==> src/rtl/branch_resolver.sv <==
// Branch predictor lookup (BHT + BTB) with misprediction detection and a one-cycle flush/redirect.
// Define BRANCH_RESOLVER_BTB_EN for dynamic prediction; left undefined the block is a static not-taken predictor.
module branch_resolver #(
    parameter int BHT_INDEX_BITS = 6
) (
    input  logic        CLK,
    input  logic        RESET,
    input  logic [31:0] Lookup_PC_IN,
    output logic        Pred_Taken_OUT,
    output logic [31:0] Pred_Target_OUT,
    output logic [1:0]  Pred_Counter_OUT,
    input  logic        STALL,
    input  logic        Resolve_VALID_IN,
    input  logic [31:0] Resolve_PC_IN,
    input  logic [31:0] Resolve_PC_Plus4_IN,
    input  logic        Resolve_Taken_IN,
    input  logic [31:0] Resolve_Target_IN,
    input  logic        Resolve_Pred_Taken_IN,
    input  logic [31:0] Resolve_Pred_Addr_IN,
    input  logic [1:0]  Resolve_Pred_Counter_IN,
    output logic        FLUSH_OUT,
    output logic [31:0] Redirect_PC_OUT,
    output logic [31:0] Mispredict_Count_OUT
);

    localparam logic [0:0] ST_IDLE  = 1'b0;
    localparam logic [0:0] ST_FLUSH = 1'b1;

    logic [0:0]  state_q, state_d;
    logic [31:0] redirect_q, redirect_d;
    logic [31:0] count_q, count_d;
    logic        accept;
    logic        mispredict;
    logic [31:0] correct_pc;

    // The instruction sitting in ID while we flush is wrong-path, so it is never consumed.
    assign accept     = Resolve_VALID_IN && !STALL && (state_q == ST_IDLE);
    assign correct_pc = Resolve_Taken_IN ? Resolve_Target_IN : Resolve_PC_Plus4_IN;

    assign FLUSH_OUT            = (state_q == ST_FLUSH);
    assign Redirect_PC_OUT      = redirect_q;
    assign Mispredict_Count_OUT = count_q;

`ifdef BRANCH_RESOLVER_BTB_EN
    localparam int ENTRIES  = 1 << BHT_INDEX_BITS;
    localparam int TAG_LSB  = BHT_INDEX_BITS + 2;
    localparam int TAG_BITS = 32 - TAG_LSB;

    logic [1:0]          bht_q        [ENTRIES];
    logic [1:0]          bht_d        [ENTRIES];
    logic                btb_valid_q  [ENTRIES];
    logic                btb_valid_d  [ENTRIES];
    logic [TAG_BITS-1:0] btb_tag_q    [ENTRIES];
    logic [TAG_BITS-1:0] btb_tag_d    [ENTRIES];
    logic [31:0]         btb_target_q [ENTRIES];
    logic [31:0]         btb_target_d [ENTRIES];

    logic [BHT_INDEX_BITS-1:0] lookup_idx;
    logic [BHT_INDEX_BITS-1:0] resolve_idx;
    logic                      lookup_hit;
    logic                      unused_pc_bits;

    assign lookup_idx     = Lookup_PC_IN[TAG_LSB-1:2];
    assign resolve_idx    = Resolve_PC_IN[TAG_LSB-1:2];
    assign unused_pc_bits = ^Resolve_PC_IN[1:0];

    assign lookup_hit = btb_valid_q[lookup_idx]
                        && (btb_tag_q[lookup_idx] == Lookup_PC_IN[31:TAG_LSB]);

    assign Pred_Counter_OUT = bht_q[lookup_idx];
    assign Pred_Taken_OUT   = lookup_hit && bht_q[lookup_idx][1];
    assign Pred_Target_OUT  = Pred_Taken_OUT ? btb_target_q[lookup_idx] : Lookup_PC_IN + 32'd4;

    assign mispredict = (Resolve_Taken_IN != Resolve_Pred_Taken_IN)
                        || (Resolve_Taken_IN && Resolve_Pred_Taken_IN
                            && (Resolve_Target_IN != Resolve_Pred_Addr_IN));

    // The new counter comes from the value IF carried down, not from a second table read.
    always_comb begin
        bht_d        = bht_q;
        btb_valid_d  = btb_valid_q;
        btb_tag_d    = btb_tag_q;
        btb_target_d = btb_target_q;
        if (accept) begin
            if (Resolve_Taken_IN) begin
                bht_d[resolve_idx]        = (Resolve_Pred_Counter_IN == 2'b11)
                                            ? 2'b11 : Resolve_Pred_Counter_IN + 2'b01;
                btb_valid_d[resolve_idx]  = 1'b1;
                btb_tag_d[resolve_idx]    = Resolve_PC_IN[31:TAG_LSB];
                btb_target_d[resolve_idx] = Resolve_Target_IN;
            end else begin
                bht_d[resolve_idx]        = (Resolve_Pred_Counter_IN == 2'b00)
                                            ? 2'b00 : Resolve_Pred_Counter_IN - 2'b01;
            end
        end
    end

    always_ff @(posedge CLK or negedge RESET) begin
        if (!RESET) begin
            for (int i = 0; i < ENTRIES; i++) begin
                bht_q[i]       <= 2'b01;
                btb_valid_q[i] <= 1'b0;
            end
        end else begin
            bht_q       <= bht_d;
            btb_valid_q <= btb_valid_d;
        end
    end

    // Tag and target are only observed through a set valid bit, so they need no reset.
    always_ff @(posedge CLK) begin
        btb_tag_q    <= btb_tag_d;
        btb_target_q <= btb_target_d;
    end
`else
    logic [BHT_INDEX_BITS-1:0] unused_resolve_idx;
    logic                      unused_resolve;

    assign unused_resolve_idx = Resolve_PC_IN[BHT_INDEX_BITS+1:2];
    assign unused_resolve     = ^{Resolve_PC_IN, Resolve_Pred_Addr_IN, Resolve_Pred_Counter_IN};

    assign Pred_Taken_OUT   = 1'b0;
    assign Pred_Target_OUT  = Lookup_PC_IN + 32'd4;
    assign Pred_Counter_OUT = 2'b01;

    // A stale taken prediction still needs recovery back to the fall-through PC.
    assign mispredict = Resolve_Taken_IN || Resolve_Pred_Taken_IN;
`endif

    always_comb begin
        state_d    = ST_IDLE;
        redirect_d = redirect_q;
        count_d    = count_q;
        if (accept && mispredict) begin
            state_d    = ST_FLUSH;
            redirect_d = correct_pc;
            if (count_q != 32'hFFFF_FFFF) begin
                count_d = count_q + 32'd1;
            end
        end
    end

    always_ff @(posedge CLK or negedge RESET) begin
        if (!RESET) begin
            state_q    <= ST_IDLE;
            redirect_q <= 32'd0;
            count_q    <= 32'd0;
        end else begin
            state_q    <= state_d;
            redirect_q <= redirect_d;
            count_q    <= count_d;
        end
    end

endmodule

==> config.mk <==
export PLATFORM = sky130hd
export DESIGN_NAME = branch_resolver
export DESIGN_NICKNAME = d
export VERILOG_FILES = /design/src/rtl/branch_resolver.sv
export SDC_FILE = /design/constraint.sdc
export NUM_CORES = 1
export LEC_CHECK = 0
export ABC_AREA = 1
export BUFFER_PORTS_ARGS = -buffer_cell sky130_fd_sc_hd__buf_2
export CORE_MARGIN = 5
export CORE_UTILIZATION = 30
export DETAILED_ROUTE_END_ITERATION = 7
export SYNTH_ARGS = -nofsm -noshare
export SYNTH_HDL_FRONTEND = slang
export SYNTH_SLANG_ARGS = --single-unit
export TNS_END_PERCENT = 20
==> constraint.sdc <==
create_clock -name CLK -period 2.5 [get_ports CLK]
set_input_delay 0.25 -clock CLK [delete_from_list [all_inputs] [get_ports CLK]]
set_output_delay 0.25 -clock CLK [all_outputs]
set_load 0.02 [all_outputs]
==> metrics <==
die height=133 microns; IO Count=approximately 270; Num CTS Buffers=9; share of cells above drive strength 1=24.3%; multi-input combinational cell area=2500 sq um; number of synthesized register bits=65; First DRT Iteration DRCs=206; fmax=0.479 GHz; initial antenna violation count=0; sequential cell area fraction in the yosys report=a little over a third; Final Max Slew Viols=0; commonest non-fill, non-tap cells in the layout=nand2_1 (315), buf_2 (194), nor2_1 (82), inv_1 (74), o21ai_0 (70); DR vias=4,894; CTS tree=done; Setup CP Type=primary input to primary output; DIE WIDTH=133 microns; WL/cell=between 10 and 15 microns; unrepaired setup endpoints after global routing=false; GR Util All Layers=15.3%; Core Rows=45; Max Buffers Root-to-Sink=2; vias in the first global route=4,641; 1st-pass router iterations=4; Synth Cell Area=about 4500 sq um; GP Congestion=around 0.90; headroom to the max-slew limit=56.1%; total of max-cap violations=0; worst vdd ir=0.000330 V; post-synthesis cell count=723; area delta synth->final=31.2%; final period demand of the worst path=2.09 ns; setup bufs post-CTS=0; Initial Util=between 30 and 40%; root buffer cell=clkbuf_16; total gr overflow=0; CTS hold repair buffers=1; post-route ant nets=0; Skew-Pair Late Insertion Delay=~0.33 ns; Power Total=around 3300 uW; post-layout util=39.6%; P per Cell Area=555 nW/um^2; pre-CTS WS=about 0.4 ns; number of hold violations in the final report=0; Setup violations, final=0; Total Neg Setup Slack=0 ns; drt via density=approximately 4.4; DRT Wirelength=13,700 microns; ys async rst share=between 90% and 100%; Final Net Count=1,080; clock sinks=65; H-tree Lvls=3; Hold Path Class=primary input to flop; Layout fillers=1,657; WP data required=roughly 2.3 ns; CP startpoint kind=primary input; Worst-path clk slew=0.06 ns; setup ws final=0.412 ns; CP arrival=1.84 ns; first-pass GRT wire length=~22,000 microns; synth unique cells=27; Leakage=0.00320 uW; Die ar.=between 15,000 and 20,000 sq um; YS warnings=0; Final HPWL DP=11,000 microns; final period utilization=83.5%; ys flop type=dfrtp_1; diodes inserted=0; commonest non-fill, non-tap cell in the layout=nand2_1; Syn Area/Cell=6.28 sq um; Setup crit end kind=primary output; Port Buffers=approximately 190; worst-path fanout max=5; Core ar.=15,000 sq um; DRC viols=0; run status=finished, final reports clean; sequential cell area=1630 sq um; Setup Skew=slightly above 0.005 ns; Post-synth EDFFs=0; largest net degree at the start of global routing=65; Worst Max-Slew Pin Slew=0.659 ns; post-CTS sizing=0
## per-stage QoR
stage / cells / hold WS [ns] / area (sq um)
global placement: 1086 / 0.319 / 5660
floorplan: 724 / -0.0456 / 4540
CTS: 1103 / 0.209 / 5960
finish: 1103 / 0.221 / 5960
global route: 1103 / 0.235 / 5960
detailed placement: 1086 / 0.315 / 5660
## state kept, by name (all words and copies together), names as in the netlist
name                  count
FLUSH_OUT                 1
Mispredict_Count_OUT     32
Redirect_PC_OUT          32
## routing by layer
layer	vias to the layer above	wire, microns	global-route usage [%]
met5	-	0	0
met4	0	236	5.20
met3	16	949	4.68
met2	148	6320	25.0
met1	2140	6180	19.1
li1	2590	-	-
## area by class of cell
class / instances / share of cell area [%]
clock buffers: 12 / 3.97
flip-flops and latches: 65 / 27.3
clock inverters: 4 / 0.903
repair buffers: 199 / 17.2
well taps: 188 / 3.95
inverters: 75 / 4.77
multi-input cells: 560 / 41.9
## power by group
group | switching, uW | total (uW) | internal [uW]
sequential | 97.5 | 1280 | 1180
combinational | 509 | 786 | 278
clock | 467 | 1240 | 774
total | 1070 | 3300 | 2230
## worst paths after layout
check                                               startpoint                              endpoint  slack [ns]  depth (start not counted)
hold reg to reg                Redirect_PC_OUT[10]$_DFFE_PN0P_       Redirect_PC_OUT[10]$_DFFE_PN0P_        0.48                          2
setup / recovery                               Lookup_PC_IN[2]                   Pred_Target_OUT[20]        0.41                          9
min in group asynchronous                                RESET  Mispredict_Count_OUT[17]$_DFFE_PN0P_        0.49                          2
setup reg to reg           Mispredict_Count_OUT[0]$_DFFE_PN0P_  Mispredict_Count_OUT[25]$_DFFE_PN0P_        0.41                         10
hold / removal                         Resolve_PC_Plus4_IN[13]       Redirect_PC_OUT[13]$_DFFE_PN0P_        0.22                          3
max in group asynchronous                                RESET       Redirect_PC_OUT[19]$_DFFE_PN0P_        1.36                          3
## critical path, stage by stage
cell     delay (ns)
buf_2          0.10
ha_1           0.18
nand3_1        0.21
nor3_2         0.41
nand3_1        0.22
inv_1          0.14
nand4_1        0.08
nand2_1        0.07
buf_2          0.16
## kinds of logic after synthesis
| family | after synthesis | share of synthesized area, % |
|---|---|---|
| buffers and inverters | 99 | 9.31 |
| other | 2 | 0.165 |
| AND/OR/NAND/NOR | 452 | 40.1 |
| flip-flops | 65 | 35.8 |
| AO/OA/AOI/OAI | 71 | 7.83 |
| XOR/XNOR | 32 | 6.17 |
| adder cells (fa/ha/maj) | 2 | 0.551 |
## Yosys cell counts (2+ instances only)
cell	instances	area (sq um)
buf_6	2	22.5
inv_1	74	278
nor2_4	2	22.5
nor3_2	2	20.0
ha_1	2	25.0
clkbuf_1	8	30.0
nand3b_1	5	37.5
conb_1	2	7.51
xor2_1	23	201
buf_2	3	15.0
nor3_1	7	35.0
buf_4	8	60.1
nand3_1	28	140
buf_1	3	11.3
xnor2_1	9	78.8
dfrtp_1	65	1630
nand2_2	2	12.5
nor2_1	82	308
nand2_4	2	22.5
o21ai_0	70	350
nand2_1	316	1190
nand4_1	3	18.8
Power figures use the tool's default switching activity.
